==> src/rtl/input_clock_monitor_pkg.sv <==
// Shared definitions for the input clock monitor: FSM encoding, nominal
// defaults for a 250 MHz monitored clock, and the window range test.
package input_clock_monitor_pkg;

  typedef enum logic [0:0] {
    ST_IDLE    = 1'b0,
    ST_MEASURE = 1'b1
  } mon_state_e;

  // One transition of the divide-by-2 toggle per monitored clock cycle.
  localparam int unsigned DEF_GATE_CYCLES = 32'd1000000;
  localparam int unsigned DEF_GATE_WIDTH  = 32'd20;
  localparam int unsigned DEF_COUNT_WIDTH = 32'd20;
  localparam int unsigned DEF_MIN_COUNT   = 32'd240000;
  localparam int unsigned DEF_MAX_COUNT   = 32'd260000;
  localparam int unsigned DEF_LOCK_GOOD   = 32'd4;
  localparam int unsigned DEF_SYNC_STAGES = 32'd2;

  function automatic logic in_window(input logic [31:0] value,
                                     input logic [31:0] lo,
                                     input logic [31:0] hi);
    return (value >= lo) && (value <= hi);
  endfunction

endpackage

==> src/rtl/input_clock_monitor_sync.sv <==
// Multi-flop synchronizer for a toggling heartbeat plus a history flop; the
// XOR of the two flags every transition in either direction.
module toggle_edge_sync
  import input_clock_monitor_pkg::*;
#(
  parameter int unsigned SYNC_STAGES = DEF_SYNC_STAGES
) (
  input  logic clk_i,
  input  logic rst_i,
  input  logic async_i,
  output logic edge_o
);

  logic [SYNC_STAGES-1:0] sync_q;
  logic [SYNC_STAGES-1:0] sync_d;
  logic                   hist_q;
  logic                   hist_d;

  // Next-state of the synchronizer chain and history flop.
  always_comb begin
    sync_d = {sync_q[SYNC_STAGES-2:0], async_i};
    hist_d = sync_q[SYNC_STAGES-1];
  end

  // Synchronizer and history registers.
  always_ff @(posedge clk_i) begin
    if (rst_i) begin
      sync_q <= {SYNC_STAGES{1'b0}};
      hist_q <= 1'b0;
    end else begin
      sync_q <= sync_d;
      hist_q <= hist_d;
    end
  end

  assign edge_o = sync_q[SYNC_STAGES-1] ^ hist_q;

endmodule

==> src/rtl/input_clock_monitor.sv <==
// Qualifies the deskewed input clock by counting toggle transitions over a
// fixed gate window of the local clock and tracking lock / loss status.
module input_clock_monitor
  import input_clock_monitor_pkg::*;
#(
  parameter int unsigned GATE_CYCLES = DEF_GATE_CYCLES,
  parameter int unsigned GATE_WIDTH  = DEF_GATE_WIDTH,
  parameter int unsigned COUNT_WIDTH = DEF_COUNT_WIDTH,
  parameter int unsigned MIN_COUNT   = DEF_MIN_COUNT,
  parameter int unsigned MAX_COUNT   = DEF_MAX_COUNT,
  parameter int unsigned LOCK_GOOD   = DEF_LOCK_GOOD,
  parameter int unsigned SYNC_STAGES = DEF_SYNC_STAGES
) (
  input  logic                   clk_i,
  input  logic                   rst_i,
  input  logic                   enable_i,
  input  logic                   toggle_i,
  input  logic                   clear_i,
  output logic [COUNT_WIDTH-1:0] freq_o,
  output logic                   freq_valid_o,
  output logic                   clk_ok_o,
  output logic                   clk_lost_o
);

  localparam int unsigned GOOD_WIDTH = $clog2(LOCK_GOOD + 32'd1);
  localparam logic [GATE_WIDTH-1:0]  GATE_LAST = GATE_WIDTH'(GATE_CYCLES - 32'd1);
  localparam logic [COUNT_WIDTH-1:0] CNT_MAX   = {COUNT_WIDTH{1'b1}};
  localparam logic [GOOD_WIDTH-1:0]  GOOD_MAX  = GOOD_WIDTH'(LOCK_GOOD);

  logic edge_s;

  toggle_edge_sync #(
    .SYNC_STAGES(SYNC_STAGES)
  ) u_toggle_edge_sync (
    .clk_i  (clk_i),
    .rst_i  (rst_i),
    .async_i(toggle_i),
    .edge_o (edge_s)
  );

  mon_state_e             state_q, state_d;
  logic [GATE_WIDTH-1:0]  gate_q, gate_d;
  logic [COUNT_WIDTH-1:0] edge_cnt_q, edge_cnt_d;
  logic [GOOD_WIDTH-1:0]  good_q, good_d;
  logic [COUNT_WIDTH-1:0] freq_q, freq_d;
  logic                   freq_valid_q, freq_valid_d;
  logic                   clk_ok_q, clk_ok_d;
  logic                   clk_lost_q, clk_lost_d;

  logic [COUNT_WIDTH-1:0] cnt_inc_s;
  logic [GOOD_WIDTH-1:0]  good_inc_s;
  logic                   terminal_s;
  logic                   in_range_s;
  logic                   lost_set_s;

  // Saturating edge count including this cycle's edge, and window qualification.
  always_comb begin
    cnt_inc_s = edge_cnt_q;
    if (edge_s && (edge_cnt_q != CNT_MAX)) begin
      cnt_inc_s = edge_cnt_q + COUNT_WIDTH'(1'b1);
    end else begin
      cnt_inc_s = edge_cnt_q;
    end
    good_inc_s = good_q;
    if (good_q == GOOD_MAX) begin
      good_inc_s = good_q;
    end else begin
      good_inc_s = good_q + GOOD_WIDTH'(1'b1);
    end
    terminal_s = (gate_q == GATE_LAST);
    in_range_s = in_window(32'(cnt_inc_s), MIN_COUNT, MAX_COUNT);
  end

  // Measurement FSM: gate/edge counting, window capture and lock tracking.
  always_comb begin
    state_d      = state_q;
    gate_d       = gate_q;
    edge_cnt_d   = edge_cnt_q;
    good_d       = good_q;
    freq_d       = freq_q;
    freq_valid_d = 1'b0;
    clk_ok_d     = clk_ok_q;
    lost_set_s   = 1'b0;
    case (state_q)
      ST_IDLE: begin
        gate_d     = {GATE_WIDTH{1'b0}};
        edge_cnt_d = {COUNT_WIDTH{1'b0}};
        good_d     = {GOOD_WIDTH{1'b0}};
        clk_ok_d   = 1'b0;
        if (enable_i) begin
          state_d = ST_MEASURE;
        end else begin
          state_d = ST_IDLE;
        end
      end
      ST_MEASURE: begin
        if (!enable_i) begin
          // Partial window is dropped; losing enable is not a clock loss.
          state_d    = ST_IDLE;
          gate_d     = {GATE_WIDTH{1'b0}};
          edge_cnt_d = {COUNT_WIDTH{1'b0}};
          good_d     = {GOOD_WIDTH{1'b0}};
          clk_ok_d   = 1'b0;
        end else if (terminal_s) begin
          gate_d       = {GATE_WIDTH{1'b0}};
          edge_cnt_d   = {COUNT_WIDTH{1'b0}};
          freq_d       = cnt_inc_s;
          freq_valid_d = 1'b1;
          if (in_range_s) begin
            good_d   = good_inc_s;
            clk_ok_d = (good_inc_s == GOOD_MAX);
          end else begin
            good_d     = {GOOD_WIDTH{1'b0}};
            clk_ok_d   = 1'b0;
            lost_set_s = clk_ok_q;
          end
        end else begin
          gate_d     = gate_q + GATE_WIDTH'(1'b1);
          edge_cnt_d = cnt_inc_s;
        end
      end
      default: begin
        state_d    = ST_IDLE;
        gate_d     = {GATE_WIDTH{1'b0}};
        edge_cnt_d = {COUNT_WIDTH{1'b0}};
        good_d     = {GOOD_WIDTH{1'b0}};
        clk_ok_d   = 1'b0;
      end
    endcase
  end

  // Sticky loss flag; a new loss event beats a simultaneous clear.
  always_comb begin
    clk_lost_d = clk_lost_q;
    if (lost_set_s) begin
      clk_lost_d = 1'b1;
    end else if (clear_i) begin
      clk_lost_d = 1'b0;
    end else begin
      clk_lost_d = clk_lost_q;
    end
  end

  // State and output registers.
  always_ff @(posedge clk_i) begin
    if (rst_i) begin
      state_q      <= ST_IDLE;
      gate_q       <= {GATE_WIDTH{1'b0}};
      edge_cnt_q   <= {COUNT_WIDTH{1'b0}};
      good_q       <= {GOOD_WIDTH{1'b0}};
      freq_q       <= {COUNT_WIDTH{1'b0}};
      freq_valid_q <= 1'b0;
      clk_ok_q     <= 1'b0;
      clk_lost_q   <= 1'b0;
    end else begin
      state_q      <= state_d;
      gate_q       <= gate_d;
      edge_cnt_q   <= edge_cnt_d;
      good_q       <= good_d;
      freq_q       <= freq_d;
      freq_valid_q <= freq_valid_d;
      clk_ok_q     <= clk_ok_d;
      clk_lost_q   <= clk_lost_d;
    end
  end

  assign freq_o       = freq_q;
  assign freq_valid_o = freq_valid_q;
  assign clk_ok_o     = clk_ok_q;
  assign clk_lost_o   = clk_lost_q;

endmodule

==> config.mk <==
export PLATFORM = sky130hd
export DESIGN_NAME = input_clock_monitor
export DESIGN_NICKNAME = d
export VERILOG_FILES = /design/src/rtl/input_clock_monitor_pkg.sv /design/src/rtl/input_clock_monitor_sync.sv /design/src/rtl/input_clock_monitor.sv
export SDC_FILE = /design/constraint.sdc
export NUM_CORES = 1
export LEC_CHECK = 0
export BUFFER_PORTS_ARGS = -buffer_cell sky130_fd_sc_hd__buf_2
export CORE_MARGIN = 2
export CORE_UTILIZATION = 35
export DETAILED_ROUTE_END_ITERATION = 8
export GPL_ROUTABILITY_DRIVEN = 0
export HOLD_SLACK_MARGIN = 0.03
export PLACE_DENSITY = 0.5
export RECOVER_POWER = 25
export SYNTH_ARGS = -nofsm -noshare
export SYNTH_HDL_FRONTEND = slang
export SYNTH_SLANG_ARGS = --single-unit
==> constraint.sdc <==
create_clock -name clk_i -period 3.5 [get_ports clk_i]
set_clock_uncertainty 0.05 [all_clocks]
set_input_delay 0.525 -clock clk_i [delete_from_list [all_inputs] [get_ports clk_i]]
set_output_delay 0.525 -clock clk_i [all_outputs]
set_load 0.05 [all_outputs]
# Word-level counts from Yosys, hierarchy flattened
# Cells that the tools add are included.
totals:
  ff_bits: 70
  in_bits: 5
  output_inout_bits: 23
  word_cells: 52
classes:
  addsub: 3
  order_cmp: 2
  eq_ne: 5
  n_mux: 24
  bitwise: 3
  n_reduce_logical: 5
ops:
  columns: ["operator", "count"]
  rows:
  - ["20-bit 2-to-1 mux", 5]
  - ["20-bit one-hot mux with 2 select lines", 2]
  - ["20-bit by 1-bit adder with 20-bit output (second input constant)", 2]
  - ["20-bit == test (second input constant)", 1]
  - ["20-bit by 18-bit >= comparator with 1-bit output (second input constant)", 1]
  - ["20-bit by 18-bit less-or-equal comparator with 1-bit output (second input constant)", 1]
  - ["20-bit != test (second input constant)", 1]
  - ["3-bit 2-to-1 mux", 4]
  - ["1-bit 2-to-1 mux", 11]
  - ["3-bit == test (second input constant)", 2]
  - ["3-bit one-hot mux with 2 select lines", 1]
  - ["3-bit by 1-bit adder with 3-bit output (second input constant)", 1]
  - ["3-bit by 2-bit != test with 1-bit output (second input constant)", 1]
  - ["3-bit AND reduction", 1]
  - ["3-bit OR reduction", 1]
  - ["1-bit logical AND", 2]
  - ["1-bit NOT", 2]
  - ["1-bit one-hot mux with 2 select lines", 1]
  - ["2-bit nonzero test", 1]
  - ["1-bit XOR", 1]

# Logic depth before layout (Yosys ltp)
# Gate-level depths: netlist of the first run.
logic_depth:
  ltp_word: 10
  depth_mapped: 10
  ltp_nobuf: 9

# Modules after synthesis
# A second synthesis of the first run with hierarchy kept.
hier_totals:
  cells_unflattened: 394
  hier_area_um2: 3343.2
by_module_without_submodules:
  columns: ["mod", "n_inst", "cells_each", "area_each_um2", "seq_area_each_um2"]
  rows:
  - ["input_clock_monitor", 1, 387, 3255.6, 1341.3]
  - ["toggle_edge_sync", 1, 7, 87.6, 60.1]

# Worst setup path before layout of the first run
# No wires, ideal clock.
synth_timing:
  kind: "register -> register"
  startpoint: "reg edge_cnt_q[1]"
  endpoint: "reg good_q[2]"
  setup_ns: 0.134
  arrival_time_ns: 2.597
  t_required_ns: 3.316
  path_slack_ns: 0.719
  stages_incl_launch_ff: 10
  path_buffers: 0
  period_less_slack_ns: 2.781
  path_cell_list: "dfxtp_1 ha_1 and3_1 nand2_1 nor4_1 nor3_1 xnor2_1 or4_4 o2111ai_1 a22oi_1"
synth_between:
  elab_chain_cells: 9
  word_cells_on_any_way: 11
  classes_between: "add/sub: 1; order compare: 2; eq/ne: 1; mux: 5; reduce/logical: 2"
synth_rtl:
  columns: ["item", "line", "source"]
  rows:
  - ["from (decl)", "input_clock_monitor.sv:43", "logic [COUNT_WIDTH-1:0] edge_cnt_q, edge_cnt_d;"]
  - ["from (signal assigned)", "input_clock_monitor.sv:149", "edge_cnt_q <= {COUNT_WIDTH{1'b0}};"]
  - ["from (signal assigned)", "input_clock_monitor.sv:158", "edge_cnt_q <= edge_cnt_d;"]
  - ["branches (longest 2 deep; another with 20-bit by 1-bit adder with 20-bit output)", null, null]
  - ["20-bit 2-to-1 mux (*)", "input_clock_monitor.sv:59", "if (edge_s && (edge_cnt_q != CNT_MAX)) begin"]
  - ["20-bit by 18-bit >= comparator with 1-bit output or 20-bit by 18-bit less-or-equal comparator with 1-bit output (tied branches)", "input_clock_monitor_pkg.sv:22", "return (value >= lo) && (value <= hi);"]
  - ["1-bit logical AND (*)", "input_clock_monitor_pkg.sv:22", null]
  - ["3-bit 2-to-1 mux (*)", "input_clock_monitor.sv:109", "if (in_range_s) begin"]
  - ["3-bit 2-to-1 mux (*)", "input_clock_monitor.sv:104", "end else if (terminal_s) begin"]
  - ["3-bit 2-to-1 mux (*)", "input_clock_monitor.sv:97", "if (!enable_i) begin"]
  - ["3-bit one-hot mux with 2 select lines (*)", "input_clock_monitor.sv:84", "case (state_q)"]
  - ["to (signal assigned)", "input_clock_monitor.sv:150", "good_q <= {GOOD_WIDTH{1'b0}};"]
  - ["to (signal assigned)", "input_clock_monitor.sv:159", "good_q <= good_d;"]
  - ["to (decl)", "input_clock_monitor.sv:44", "logic [GOOD_WIDTH-1:0] good_q, good_d;"]
# Mark *: on every way between the ends. The select of a mux whose other input is x is not followed.
# A chain may end at the register's enable or synchronous reset.

# Final worst setup path of the first run
layout_timing:
  startpoint: "reg edge_cnt_q[0]"
  endpoint: "reg good_q[0]"
# Same word-level chain as after synthesis.

==> run_results.csv, run 1 <==
group,metric,value,unit
run_status,status,"complete, no violations",
grt,grtUsageMet3,0.0421,
timing,fmax,328,MHz
grt,gr-usage-met1,0.195,
cells_and_area,drive_gt1_frac,0.0920,
clock_tree,hold_buffers,0,
grt,grt_max_degree,39,
clock_tree,cts_setup_buffers,0,
floorplanning,die_y,102,um
power_and_ir_drop,p_leak,1.24,nW
synthesis,ys_top_cells_by_area,"dfxtp_1 42%, nor2_1 8.0%, xnor2_1 4.5%, xor2_1 3.7%, nand2_1 3.4%",
cells_and_area,regArea,1400,um2
detailed_routing,wl_per_cell,13.5,um
min_path,hold_path_class,"primary input to register",
floorplanning,core_area,9240,um2
timing,min_period,3.05,ns
timing,tightestPinTransition,1.27,ns
cells_and_area,fillers,974,
run,max-cap-violations,0,
power_and_ir_drop,vdd_drop_max,0.182,mV
clock_tree,cts_tree,"built",
clock_tree,cts_buffer_depth,2,
synthesis,yosysUniqueCellTypes,51,
synthesis,syn_area,3340,um2
worst_setup_path,critPathTopFamily,"simple AND/OR/NAND/NOR gates",
detailed_routing,drtAntennaViolNets,0,
floorplanning,die_area,10300,um2
synthesis,yosys.area.top_type_share,0.419,
grt,top_usage_layer,"met2",
worst_setup_path,path_class,"register to register",
timing,relSlewSlack,0.153,
place,io_buffers,27,
power_and_ir_drop,power_density,421,nW/um2
timing,hold_violations,0,
power_and_ir_drop,p_clk_frac,0.490,
floorplanning,die_x,102,um
timing,setup_viol,0,
worst_setup_path,slowest_stage,"or4_1",
grt,grt_antenna_before_repair,0,
worst_setup_path,critPathArrivalTime,3.22,ns
timing,finalWorstSetupSlack,0.448,ns
grt,grt.overflow.total,0,
cells_and_area,multi_input_area,1830,um2
power_and_ir_drop,internal-power,0.00130,W
grt,grtUsageTotal,0.159,
synthesis,synthFlopType,"dfxtp_1",
synthesis,async_flop_share,0,
synthesis,yosysTopAreaCell,"dfxtp_1",
synthesis,syn-num-nets,402,
synthesis,synth_edf_count,0,
power_and_ir_drop,p_sw_frac,0.198,
detailed_routing,vias,2816,
synthesis,synth.avg_cell_area,8.50,um2
floorplanning,start_util,0.362,
power_and_ir_drop,combPwrFrac,0.016,
timing,drv_slew,0,
power_and_ir_drop,power,0.00162,W
clock_tree,cts_buffers,9,
place,dp_hpwl,5300,um
timing,setup_tns,0,ns
detailed_routing,wl,7440,um
timing,rsz0062_at_grt,"no",
detailed_routing,drt-vias-per-instance,5.09,
detailed_routing,dr.pass1.iters,4,
clock_tree,cts_max_level,3,
synthesis,synthCells,393,
power_and_ir_drop,p_sw,0.000321,W
timing,min_period_over_period,0.872,
detailed_routing,first_iter_violations,150,
floorplanning,io_pins,28,
cells_and_area,area_delta_synth_final,15.3,%
clock_tree,path_clk_slew,0.07,ns
clock_tree,insertion_delay,0.34,ns
floorplanning,placement_rows,35,
worst_setup_path,cpPeakStageDelay,0.58,ns
cells_and_area,diodes,0,
power_and_ir_drop,p_seq_frac,0.493,
worst_setup_path,end_kind,"register",
clock_tree,cts_resized,0,
worst_setup_path,worstPathCellList,"ha_1 -> and3_1 -> nand3_4 -> or4_1 -> and2_1 -> or4_4 -> o2111ai_1 -> o211ai_1",
worst_setup_path,critPathLaunchType,"register",
worst_setup_path,cp.buffers_inverters,0,
worst_setup_path,cp.required,3.67,ns
place,pre_cts_ws,0.504,ns
synthesis,synth-seq-area-share,0.419,
grt,grt_pass1_wl,13100,um
grt,grt_pass1_vias,2787,
detailed_routing,route.detailed.drc,0,
worst_setup_path,critical_path_peak_fanout,9,
clock_tree,clkSinkCount,70,
cells_and_area,nNetsFinal,428,
synthesis,yosysWarnings,0,
clock_tree,root_buffer,"clkbuf_8",
synthesis,ys_ff_latch,70,
grt,use_met2,0.268,
power by group through the flow:
stage / Clock (W) / Sequential (W) / Combinational, W
floorplan: 0 / 0.000818 / 0.0000179
global placement: 0 / 0.000819 / 0.0000271
detailed placement: 0 / 0.000819 / 0.0000271
CTS: 0.000830 / 0.000800 / 0.0000273
global route: 0.000855 / 0.000800 / 0.0000306
finish: 0.000795 / 0.000800 / 0.0000267
through the flow:
stage          hold WS [ns]   util  instances  instance area (um2)
3_5_place_dp          0.376  0.393        537                 3630
5_1_grt               0.366  0.417        553                 3850
4_1_cts               0.331  0.420        553                 3880
6_report              0.347  0.417        553                 3850
2_1_floorplan         0.364      -        393                 3340
3_3_place_gp          0.370  0.393        537                 3630
layer usage:
layer	wire [um]	part of all wire
met5	0	0
met4	108	0.015
met3	269	0.036
met2	3620	0.49
met1	3450	0.46
registers in the layout, summed over array words and instances, names as in the netlist:
register and flops:
edge_cnt_q 20, freq_o 20, u_toggle_edge_sync.hist_q 1, clk_lost_o 1, u_toggle_edge_sync.sync_q 2, freq_valid_o 1
gate_q 20, good_q 3, state_q 1, clk_ok_o 1
worst paths after layout:
kind	startpoint	to	slack, ns	cells past startpoint
max	edge_cnt_q[0]	good_q[0]	0.45	8
max reg2reg	edge_cnt_q[0]	good_q[0]	0.45	8
min reg2reg	u_toggle_edge_sync.sync_q[0]	u_toggle_edge_sync.sync_q[1]	0.39	1
min	toggle_i	u_toggle_edge_sync.sync_q[0]	0.35	2
placed cells by master, fill, tap and decap left out, types with 2 or more instances in the layout:
cell,n
o211ai_1,3
nand4b_1,2
nor2b_1,9
clkbuf_1,21
a211o_1,2
nor4_4,2
and3_1,10
o2111ai_1,5
bufinv_16,3
xnor2_1,17
a22oi_1,4
nand4_1,8
nor4b_1,2
nor3b_1,2
dfxtp_1,70
a21oi_1,16
a41o_1,2
ha_1,4
o22ai_1,3
nand2_1,30
and4_1,3
nand3b_1,2
clkbuf_8,10
inv_1,9
nor3_1,11
buf_4,7
nor2_1,71
or4_1,2
buf_2,7
mux2i_1,6
a221oi_1,2
o21ai_0,5
a211oi_1,14
and2_1,4
xor2_1,14
nand3_1,17
nor4_1,6
area by class of cell:
type | instances | area share
inverter | 9 | 0.00877
multi-input combinational | 294 | 0.474
sequential | 70 | 0.364
tap | 129 | 0.0419
clock buffer | 11 | 0.0367
timing repair buffer | 35 | 0.0474
clock inverter | 5 | 0.0276
kinds of logic (layout without fill, tap and decap cells):
logic type / Yosys count / in the layout / share of synthesized area
DFF: 70 / 70 / 0.419
xor gates and xnor gates: 32 / 32 / 0.0861
muxes: 7 / 7 / 0.0213
adders and majority gates: 4 / 4 / 0.0150
AOI/OAI and AO/OA: 64 / 64 / 0.134
buffers and inverters: 29 / 60 / 0.0344
and+or+nand+nor: 187 / 187 / 0.289
synth_stat cells, types with 10 or more instances:
| cell type | count |
|---|---|
| nor2_1 | 71 |
| dfxtp_1 | 70 |
| nand2_1 | 30 |
| clkbuf_1 | 17 |
| nand3_1 | 17 |
| xnor2_1 | 17 |
| a21oi_1 | 16 |
| a211oi_1 | 14 |
| xor2_1 | 14 |
| nor3_1 | 11 |
| and3_1 | 10 |
(Power assumes the default switching activity.)
==> run 2: changes to the inputs <==
--- a/config.mk
+++ b/config.mk
@@ -6,13 +6,13 @@
 export NUM_CORES = 1
 export LEC_CHECK = 0
 export BUFFER_PORTS_ARGS = -buffer_cell sky130_fd_sc_hd__buf_2
+export CAP_MARGIN = 10
 export CORE_MARGIN = 2
 export CORE_UTILIZATION = 35
 export DETAILED_ROUTE_END_ITERATION = 8
 export GPL_ROUTABILITY_DRIVEN = 0
 export HOLD_SLACK_MARGIN = 0.03
 export PLACE_DENSITY = 0.5
-export RECOVER_POWER = 25
 export SYNTH_ARGS = -nofsm -noshare
 export SYNTH_HDL_FRONTEND = slang
 export SYNTH_SLANG_ARGS = --single-unit
==> run_results.csv, run 2 (synthesis gave the netlist of run 1 again) <==
group,metric,value,unit
run_status,status,"complete, no violations",
clock_tree,cts_buffers,9,
grt,grtUsageTotal,0.159,
worst_setup_path,critPathLaunchType,"register",
worst_setup_path,slowest_stage,"or4_1",
clock_tree,cts_max_level,3,
timing,hold_violations,0,
grt,grt_pass1_vias,2787,
clock_tree,clkSinkCount,70,
run,max-cap-violations,0,
cells_and_area,drive_gt1_frac,0.139,
worst_setup_path,path_class,"register to register",
worst_setup_path,cp.required,3.67,ns
grt,grt_max_degree,39,
power_and_ir_drop,power,0.00162,W
worst_setup_path,cp.buffers_inverters,0,
timing,setup_viol,0,
cells_and_area,diodes,0,
worst_setup_path,r2r_cells,8,
floorplanning,placement_rows,35,
power_and_ir_drop,p_leak,1.33,nW
min_path,hold-path-cell-count,2,
min_path,hold_path_class,"primary input to register",
detailed_routing,drt-vias-per-instance,5.07,
clock_tree,insertion_delay,0.35,ns
worst_setup_path,critical_path_peak_fanout,9,
clock_tree,cts_resized,0,
clock_tree,cts_buffer_depth,2,
clock_tree,cts_setup_buffers,0,
power_and_ir_drop,vdd_drop_max,0.182,mV
floorplanning,die_x,102,um
cells_and_area,layout_commonest_cell,"nor2_1",
cells_and_area,mostFrequentLayoutCells,"71 x nor2_1, 70 x dfxtp_1, 30 x nand2_1, 27 x buf_2",
cells_and_area,nNetsFinal,428,
place,pre_cts_ws,0.504,ns
place,place_inst,537,
worst_setup_path,cpPeakStageDelay,0.58,ns
worst_setup_path,end_kind,"register",
timing,min_period,3.05,ns
detailed_routing,first_iter_violations,139,
cells_and_area,area_delta_synth_final,16.0,%
clock_tree,root_buffer,"clkbuf_8",
floorplanning,core_area,9240,um2
detailed_routing,drtAntennaViolNets,0,
detailed_routing,vias,2806,
cells_and_area,fin_cells,553,
grt,grt.overflow.total,0,
floorplanning,die_y,102,um
detailed_routing,wl,7430,um
timing,rsz0062_at_grt,"no",
place,dp_hpwl,5300,um
clock_tree,path_clk_slew,0.07,ns
power_and_ir_drop,power_density,418,nW/um2
worst_setup_path,worstPathCellList,"ha_1 -> and3_1 -> nand3_4 -> or4_1 -> and2_1 -> or4_4 -> o2111ai_1 -> o211ai_1",
detailed_routing,route.detailed.drc,0,
place,io_buffers,27,
timing,setup_tns,0,ns
worst_setup_path,critPathArrivalTime,3.22,ns
timing,fmax,328,MHz
detailed_routing,wl_per_cell,13.4,um
timing,drv_slew,0,
floorplanning,die_area,10300,um2
floorplanning,io_pins,28,
timing,finalWorstSetupSlack,0.447,ns
worst_setup_path,critPathTopFamily,"simple AND/OR/NAND/NOR gates",
timing,min_period_over_period,0.872,
grt,grt_antenna_before_repair,0,
grt,grt_pass1_wl,13100,um
timing,relSlewSlack,0.583,
clock_tree,hold_buffers,0,
worst_setup_path,worstSetupPathDepth,8,
detailed_routing,dr.pass1.iters,4,
floorplanning,start_util,0.362,
timing,tightestPinTransition,0.621,ns
cells_and_area,fin_util,0.420,
clock_tree,cts_tree,"built",
-- run 2: cell count changes in the layout (fill, tap and decap cells not counted) --
cell      change
buf_2        +20
clkbuf_1     -20
-- run 2: worst reg2reg max path, delay by kind of cell (launching register included) --
family | cells | cell delay [ns]
AO/OA/AOI/OAI | 2 | 0.34
adder cells (fa/ha/maj) | 1 | 0.28
flip-flops | 1 | 0.50
AND/OR/NAND/NOR | 5 | 1.77
-- run 2: final timing paths --
path	from	end	slack, ns
hold reg to reg	u_toggle_edge_sync.sync_q[0]	u_toggle_edge_sync.sync_q[1]	0.39
hold / removal	toggle_i	u_toggle_edge_sync.sync_q[0]	0.35
setup reg to reg	edge_cnt_q[0]	good_q[0]	0.45
setup / recovery	edge_cnt_q[0]	good_q[0]	0.45
-- run 2: cell type report --
| class | instances | area (um2) |
|---|---|---|
| clock buffer | 11 | 141 |
| clock inverter | 5 | 106 |
| fill | 972 | 5360 |
| inverter | 9 | 33.8 |
| multi-input combinational | 294 | 1830 |
| sequential | 70 | 1400 |
| tap | 129 | 161 |
| timing repair buffer | 35 | 208 |
-- run 2: through the flow --
stage | hold WS [ns] | area, um2
CTS | 0.331 | 3880
finish | 0.347 | 3880
global route | 0.366 | 3880
detailed placement | 0.376 | 3630
floorplan | 0.364 | 3340
global placement | 0.370 | 3630
-- run 2: power breakdown --
group          internal, W   total, W  switching [W]
clock             0.000494   0.000795       0.000301
sequential        0.000798   0.000800     0.00000190
combinational   0.00000870  0.0000268      0.0000181
-- run 2: metal layers --
layer | track usage | up-vias | routed length, um
li1 | - | 1441 | -
met1 | 0.195 | 1317 | 3460
met2 | 0.268 | 37 | 3620
met3 | 0.0421 | 11 | 241
met4 | 0.0551 | 0 | 108
met5 | 0 | - | 0
